File: src/rtl/pulse_seq_engine.sv
// rtl/pulse_seq_engine.sv - N-channel optical clock pulse sequencer
// Channels run IDLE/PULSE/DELAY/FIN once per iteration, launched globally or chained from k-1.
module pulse_seq_engine #(
  parameter int N_CH   = 16,
  parameter int CNT_W  = 17,
  parameter int MULT_W = 5,
  parameter int REP_W  = 8,
  localparam int AW    = $clog2(N_CH) + 2
) (
  input  logic              clk,
  input  logic              rst_n,
  input  logic              cfg_we,
  input  logic [AW-1:0]     cfg_addr,
  input  logic [CNT_W-1:0]  cfg_data,
  input  logic              start,
  input  logic              abort,
  input  logic [REP_W-1:0]  burst,
  output logic [N_CH-1:0]   ch_out,
  output logic              busy,
  output logic              done
);

  typedef enum logic [1:0] {S_IDLE, S_PULSE, S_DELAY, S_FIN} ch_state_t;

  logic             busy_q;
  logic             done_q;
  logic [REP_W-1:0] rep_q;
  logic [N_CH-1:0]  fin;
  logic [N_CH-1:0]  pulse;
  logic             boundary;
  logic             fire;
  logic             cfg_ok;
  logic [AW-1:0]    cfg_ch;

  assign cfg_ch   = cfg_addr >> 2;
  assign cfg_ok   = cfg_we && !busy_q;
  assign boundary = busy_q && (&fin);
  assign fire     = !abort && ((start && !busy_q) || (boundary && (rep_q != '0)));

  assign ch_out = pulse;
  assign busy   = busy_q;
  assign done   = done_q;

  always_ff @(posedge clk or negedge rst_n) begin
    if (!rst_n) begin
      busy_q <= 1'b0;
      done_q <= 1'b0;
      rep_q  <= '0;
    end else if (abort) begin
      busy_q <= 1'b0;
      done_q <= 1'b0;
      rep_q  <= '0;
    end else begin
      done_q <= 1'b0;
      if (start && !busy_q) begin
        busy_q <= 1'b1;
        rep_q  <= burst;
      end else if (boundary) begin
        if (rep_q != '0) begin
          rep_q <= rep_q - REP_W'(1);
        end else begin
          busy_q <= 1'b0;
          done_q <= 1'b1;
        end
      end
    end
  end

  for (genvar k = 0; k < N_CH; k++) begin : g_ch
    ch_state_t         st_q, st_d;
    logic [CNT_W-1:0]  dur_q, dly_q, in_q, in_d;
    logic [MULT_W-1:0] mp_q, ml_q, out_q, out_d;
    logic              mode_q, trig, launch, idle_eff, sel;

    assign sel = cfg_ok && (cfg_ch == AW'(k));

    always_ff @(posedge clk or negedge rst_n) begin
      if (!rst_n) begin
        dur_q  <= '0;
        dly_q  <= '0;
        mp_q   <= '0;
        ml_q   <= '0;
        mode_q <= 1'b0;
      end else if (sel) begin
        case (cfg_addr[1:0])
          2'd0: dur_q <= cfg_data;
          2'd1: dly_q <= cfg_data;
          2'd2: begin
            mp_q   <= cfg_data[MULT_W-1:0];
            ml_q   <= cfg_data[2*MULT_W-1:MULT_W];
            mode_q <= cfg_data[2*MULT_W];
          end
          default: ;
        endcase
      end
    end

    if (k == 0) begin : g_head
      assign trig = fire;
    end else begin : g_link
      assign trig = mode_q ? fire : g_ch[k-1].launch;
    end

    // At an iteration boundary FIN channels act as IDLE so a refire can relaunch them at once.
    assign idle_eff = (st_q == S_IDLE) || ((st_q == S_FIN) && boundary);

    // Nested countdown: in_q walks D (or L) down to 1, out_q counts the remaining multiplier laps.
    always_comb begin
      st_d   = st_q;
      in_d   = in_q;
      out_d  = out_q;
      launch = 1'b0;
      if (idle_eff) begin
        st_d = S_IDLE;
        if (trig) begin
          if (dur_q != '0) begin
            st_d  = S_PULSE;
            in_d  = dur_q;
            out_d = mp_q;
          end else if (dly_q != '0) begin
            st_d  = S_DELAY;
            in_d  = dly_q;
            out_d = ml_q;
          end else begin
            st_d   = S_FIN;
            launch = 1'b1;
          end
        end
      end else begin
        case (st_q)
          S_PULSE: begin
            if (in_q == CNT_W'(1)) begin
              if (out_q == '0) begin
                if (dly_q != '0) begin
                  st_d  = S_DELAY;
                  in_d  = dly_q;
                  out_d = ml_q;
                end else begin
                  st_d   = S_FIN;
                  launch = 1'b1;
                end
              end else begin
                out_d = out_q - MULT_W'(1);
                in_d  = dur_q;
              end
            end else begin
              in_d = in_q - CNT_W'(1);
            end
          end
          S_DELAY: begin
            if (in_q == CNT_W'(1)) begin
              if (out_q == '0) begin
                st_d   = S_FIN;
                launch = 1'b1;
              end else begin
                out_d = out_q - MULT_W'(1);
                in_d  = dly_q;
              end
            end else begin
              in_d = in_q - CNT_W'(1);
            end
          end
          default: ;
        endcase
      end
    end

    always_ff @(posedge clk or negedge rst_n) begin
      if (!rst_n) begin
        st_q  <= S_IDLE;
        in_q  <= '0;
        out_q <= '0;
      end else if (abort) begin
        st_q  <= S_IDLE;
        in_q  <= '0;
        out_q <= '0;
      end else begin
        st_q  <= st_d;
        in_q  <= in_d;
        out_q <= out_d;
      end
    end

    assign fin[k]   = (st_q == S_FIN);
    assign pulse[k] = (st_q == S_PULSE);
  end

endmodule

File: config.mk
export PLATFORM = sky130hd
export DESIGN_NAME = pulse_seq_engine
export DESIGN_NICKNAME = d
export VERILOG_FILES = /design/src/rtl/pulse_seq_engine.sv
export SDC_FILE = /design/constraint.sdc
export NUM_CORES = 2
export LEC_CHECK = 0
export CAP_MARGIN = 5
export CORE_MARGIN = 2
export CORE_UTILIZATION = 55
export CTS_CLUSTER_SIZE = 25
export DETAILED_ROUTE_END_ITERATION = 10
export PLACE_DENSITY_LB_ADDON = 0.2
export SYNTH_ARGS = -nofsm -noshare
export SYNTH_HDL_FRONTEND = slang
export SYNTH_SLANG_ARGS = --single-unit
File: constraint.sdc
create_clock -name clk -period 3.9 [get_ports clk]
set_input_delay 1.17 -clock clk [delete_from_list [all_inputs] [get_ports clk]]
set_output_delay 1.17 -clock clk [all_outputs]
set_load 0.02 [all_outputs]
# After elaboration in Yosys (flattened, before gate mapping)

Cells that the tools add are included.

Bits of input ports: 36
Word-level logic and storage cells: 1239
Output and inout bits: 18
Register bits after elaboration: 1113

Reduce and logical (&&, ||, !) cells: 240
Add/subtract/negate cells: 33
Eq/ne operators: 194
Mux-type cells: 642

Operator list:

| cell                  | number |
|---|---|
| $mux 17               | 144 |
| $mux 5                | 144 |
| $pmux 17 s2           | 16 |
| $reduce_bool 17->1    | 32 |
| $eq 17x1->1 const B   | 16 |
| $sub 17x1->17 const B | 16 |
| $mux 2                | 128 |
| $ne 4x4->1 const B    | 48 |
| $pmux 5 s2            | 16 |
| $reduce_and 5->1      | 32 |
| $mux 1                | 159 |
| $ne 4x2->1 const B    | 32 |
| $reduce_and 2->1      | 50 |
| $logic_not 5->1       | 16 |
| $ne 5x5->1 const B    | 16 |
| $sub 5x1->5 const B   | 16 |
| $eq 2x2->1 const B    | 33 |
| $pmux 2 s2            | 16 |
| $reduce_bool 4->1     | 16 |
| $ne 3x3->1 const B    | 17 |
| $reduce_and 3->1      | 16 |
| $logic_and 1x1->1     | 37 |
| $eq 2x1->1 const B    | 17 |
| $logic_not 2->1       | 17 |
| other kinds (13)      | 59 |

# Logic depth before layout (Yosys ltp)

Word-level depth: 54
Mapped depth: 19
Mapped depth without buffers: 15

# Worst setup path before layout

OpenSTA, ideal clock, no wires.

Path type: input port to flip-flop
From: input port start
To: register g_ch[14].in_q[10]
Setup slack: -0.543 ns
Path buffers: 3
Stages on the path: 15
Arrival time: 4.318 ns
Required time: 3.775 ns
Setup time: 0.125 ns
Path through: nand2b_1 -> clkbuf_1 -> nor2_1 -> a21oi_1 -> clkbuf_1 -> nor2_1 -> or3_1 -> o31a_1 -> a41o_2 -> a21bo_4 -> a41oi_4 -> nand2_2 -> o22ai_4 -> buf_4 -> mux2_2

Longest elaborated chain between the ends: 47

Ends and longest elaborated chain:

| element                      | line | RTL |
|---|---|---|
| start, declared              | 15   | `input logic start,` |
| $logic_and 1x1->1 *          | 38   | `assign fire = !abort && ((start && !busy_q) \|\| (boundary && (rep_q != '0)));` |
| $logic_or 1x1->1 *           | 38   |  |
| $logic_and 1x1->1 *          | 38   |  |
| $mux 1                       | 115  | `if (trig) begin` |
| $mux 1                       | 113  | `if (idle_eff) begin` |
| $mux 1                       | 101  | `assign trig = mode_q ? fire : g_ch[k-1].launch;` |
| $mux 1                       | 115  |  |
| $mux 1                       | 113  |  |
| (+31 left out)               | --   |  |
| $mux 1                       | 115  |  |
| $mux 1                       | 113  |  |
| $mux 1                       | 101  |  |
| $mux 1                       | 115  |  |
| $mux 1                       | 113  |  |
| $mux 1 *                     | 101  |  |
| $ne 3x3->1 (no line) *       | --   |  |
| $reduce_and 3->1 (no line) * | --   |  |
| end signal, assigned         | 179  | `in_q <= in_d;` |
| end, declared                | 71   | `logic [CNT_W-1:0] dur_q, dly_q, in_q, in_d;` |

Every way passes the cells marked *; elsewhere a longest branch is shown, timed or not.
A chain may end at the register's enable or synchronous reset.

# Worst setup path after layout

From: register g_ch[13].st_q[0]
To: register g_ch[7].in_q[16]

Longest elaborated chain between the ends: 29
Elaborated cells on any way between the ends: 49
Classes of those cells: eq/ne (3); mux (23); reduce/logical (23)

Ends and longest elaborated chain:

| element                    | line | RTL |
|---|---|---|
| start, declared            | 70   | `ch_state_t st_q, st_d;` |
| start signal, assigned     | 178  | `st_q <= st_d;` |
| $eq 2x2->1 *               | 184  | `assign fin[k] = (st_q == S_FIN);` |
| $reduce_and 16->1 *        | 37   | `assign boundary = busy_q && (&fin);` |
| $logic_and 1x1->1 *        | 37   |  |
| $logic_and 1x1->1          | 38   |  |
| $logic_or 1x1->1           | 38   |  |
| $logic_and 1x1->1          | 38   |  |
| $mux 1                     | 115  |  |
| $mux 1                     | 113  |  |
| (+13 left out)             | --   |  |
| $mux 1                     | 115  |  |
| $mux 1                     | 113  |  |
| $mux 1                     | 101  |  |
| $mux 1                     | 115  |  |
| $mux 1                     | 113  |  |
| $mux 1                     | 101  |  |
| $ne 3x3->1 (no line)       | --   |  |
| $reduce_and 3->1 (no line) | --   |  |
| end signal, assigned       | 179  |  |
| end, declared              | 71   |  |

Marks and branches as above.

==> impl_metrics.tcl <==
set metrics [dict create \
    yosysUniqueCellTypes 98 \
    synth_sequential_area_ratio_pct 40.5 \
    clk_pin_slew_worst_paths_ps 60 \
    max_cap_violations 0 \
    synth_area_leader_cell "dfrtp_1" \
    worst_slew_margin_rel_pct 17.4 \
    grt_setup_unrepaired "yes" \
    p_per_area_nw_per_um2 709 \
    h-tree-depth 4 \
    grt_first_pass_wirelength_um 356000 \
    topRoutingLayerUsed "met5" \
    antenna_left 0 \
    number_of_global_route_vias_before_repair 62400 \
    floorplan.io_pins 54 \
    route.vias.total 64800 \
    core_area_sq_um 124000 \
    syn-instance-count 7664 \
    dr.pass1.iters 7 \
    finalHoldViolCount 0 \
    postLayoutCoreUtil_pct 65.4 \
    detail_route.vias_per_cell 6.67 \
    layout_min_cycle_time_ps 4230 \
    site_rows 129 \
    failing_checks "negative setup slack" \
    worst_path_required_time_ps 4570 \
    fp.dieArea_sq_um 128000 \
    mappedNetlistNets 7810 \
    yosysWarnings 0 \
    cp_data_arrival_time_ps 4890 \
    run_status "finished, violations left" \
    crit_chain "ha_4, nand4_1, nor3_4, buf_12, buf_12, a21o_1, buf_4, buf_4, buf_4, a41oi_2, nand3_4, buf_4, buf_4, nand2_1, a21oi_2, buf_4, buf_4, buf_4, a21oi_4, o21ai_4, clkbuf_16, mux2_2" \
    preCtsSetupSlack_ps -924 \
    ys_async_sr_fraction_pct 100 \
    drc 0 \
    grtUsageTotal_pct 35.1 \
    synth_enable_flop_cells 0 \
    p_total_mw 57.4 \
    initial_core_utilization_pct 55.5 \
    drt_iter0_drc 8079 \
    startpoint_of_the_lowest_slack_register_to_register_path "g_ch[13].st_q[0]" \
    r2r-end "g_ch[7].in_q[16]" \
    grt_start_max_net_pins 115 \
    dominantRegCellSynth "dfrtp_1" \
    wirelength_met1_um 94900 \
    synth.ff_latch_count 1113 \
    areaGrowthSynthToFinish_pct 17.9 \
    leakage_nw 36.0 \
    mappedNetlistArea_sq_um 68800 \
    cts_hold_buffers 0 \
    clock_tree.root_cell "clkbuf_16" \
    worstRegToRegCells 22 \
    drive_gt1_share_pct 25.4 \
    wl_met2_um 102000 \
    cts-buffers-inserted 133 \
    die_width_um 358 \
    cts_tree "yes" \
    timing.critical_path.to_type "flop" \
    slowest_stage "dfrtp_1" \
    final_gp_congestion 0.917 \
    max-clock-path-buffers 3 \
    hold-worst-slack_ps 355 \
    max_freq_mhz 237 \
    maxSlewViolCount 0 \
    chipHeight_um 358 \
    post_drt_wl_per_cell_um 23.6 \
    syn_avg_cell_area_sq_um 8.98 \
    timing.critical_path.fanout_max 17 \
    clk_latency_ps 790 \
    grt.overflow.total 0 \
    synthDominantCellAreaShare_pct 40.5 \
    min-delay-path-class "input pin to async pin" \
    timing.critical_path.slowest_cell_delay_ps 400 \
    worst_setup_path_startpoint "g_ch[13].st_q[0]" \
    buffer_ports.inserted 53 \
    route.final.wire_length_um 230000 \
    worstMarginPinSlew_ps 1240 \
    dp_hpwl_um 142000 \
    fin_nets 8122 \
    antenna_found_initial 10 \
    path_common_cell "buf_4" \
    rrSetupSlack_ps -330 \
    finalWorstSetupSlack_ps -326 \
    vdd.ir_drop.worst_v 0.000588 \
    ys_top_cells_by_area "dfrtp_1 (40%), mux2_2 (14%), a21oi_1 (5.5%)" \
    numClockSinks 1113 \
    finalCritPeriodShare_pct 108 \
    startpoint_type "flop" \
    worst_clock_skew_ps 27.3 \
    critPathKind "flop to flop" \
    routed-wl-met3_um 23300 \
    timing.final.setup_violations 176 \
]
==> area by class of cell <==
type / count / area [sq um]
Antenna cell: 2 / 5.00
Clock buffer: 190 / 3840
Clock inverter: 47 / 599
Fill cell: 9902 / 42900
Inverter: 150 / 564
Multi-Input combinational cell: 5779 / 39300
Sequential cell: 1113 / 27900
Tap cell: 1637 / 2050
Timing Repair Buffer: 799 / 6890
==> through the flow <==
stage                     TNS, ps  cells  cell area, sq um
final                      -31480   9717             81100
after global routing       -47610   9715             81100
after CTS                  -11710   9686             80100
after detailed placement  -173420   9422             74900
after global placement    -155820   9422             74900
after floorplan              -836   7664             68900
==> Yosys cell counts, drive strengths merged, types with 92 or more instances <==
master	n
a211oi	164
a21oi	752
clkbuf	553
dfrtp	1113
ha	110
inv	150
mux2	826
nand2	631
nand2b	92
nor2	882
nor3	347
nor4	172
o21ai	329
o22ai	203
o41ai	126
xnor2	93
xor2	123
==> flip-flops by register name, indices dropped and copies added (netlist names) <==
name and flops:
g_ch.dur_q 272, g_ch.dly_q 272, g_ch.in_q 272, g_ch.mp_q 80
g_ch.st_q 32, done 1, g_ch.ml_q 80, rep_q 8
g_ch.out_q 80, g_ch.mode_q 15, busy 1
==> layout by cell type (no fill, tap or decap), types with 54 or more instances in the layout <==
master	instances
dfrtp_1	1113
o211ai_1	61
o41ai_1	91
a211oi_1	160
nand2b_1	91
o21ai_0	314
inv_1	149
nand2_1	608
nor3_1	336
mux2_2	809
o22ai_1	201
nand3_1	68
a21oi_1	737
nor2_1	849
ha_1	101
xnor2_1	93
or3_1	54
xor2_1	123
clkbuf_16	139
buf_4	675
nor4_1	166
mux2i_1	90
==> how the worst max path moves through the flow <==
stage / end / slack (ps) / cells after the start
finish: g_ch[7].in_q[16] / -330 / 22
global route: g_ch[15].in_q[13] / -370 / 19
CTS: g_ch[15].in_q[6] / -190 / 20
detailed placement: g_ch[10].out_q[1] / -920 / 17
global placement: g_ch[10].in_q[2] / -860 / 15
floorplan: g_ch[14].in_q[10] / -80 / 15
==> power breakdown <==
group / switching (mW) / internal, mW / total [mW]
Sequential: 2.24 / 13.5 / 15.7
Clock: 5.22 / 7.60 / 12.8
Combinational: 17.1 / 11.8 / 28.9
==> layer usage <==
metal / track usage (%) / vias up
li1: - / 28600
met1: 48.6 / 32000
met2: 53.3 / 3473
met3: 7.44 / 671
met4: 15.2 / 10
met5: 0 / -
==> worst max-delay path, delay by kind of cell (launching register included) <==
kind,cells,cell delay [ps]
AO/OA/AOI/OAI,5,780
multiplexers,1,330
adder cells (fa/ha/maj),1,200
flip-flops,1,400
AND/OR/NAND/NOR,4,780
buffers and inverters,11,1610
==> repair_timing <==
| item | in CTS | in global routing |
|---|---|---|
| buffers inserted | 20 | 30 |
| setup endpoints to repair | 227 | 271 |
| pin swaps | 8 | 50 |
| gates cloned | 7 | 8 |
| gates resized for setup | 74 | 163 |
==> kinds of logic (layout without fill, tap and decap cells) <==
| kind of cell | Yosys count | count (layout) | share of synthesized area (%) |
|---|---|---|---|
| XOR/XNOR | 216 | 216 | 2.75 |
| AND/OR/NAND/NOR | 2469 | 2469 | 16.4 |
| AO/OA/AOI/OAI | 2065 | 2068 | 19.2 |
| flip-flops | 1113 | 1113 | 40.5 |
| multiplexers | 916 | 916 | 14.8 |
| buffers and inverters | 775 | 1186 | 4.30 |
| adder cells (fa/ha/maj) | 110 | 110 | 2.00 |
| other | 0 | 2 | 0 |
(Power assumes the default switching activity.)
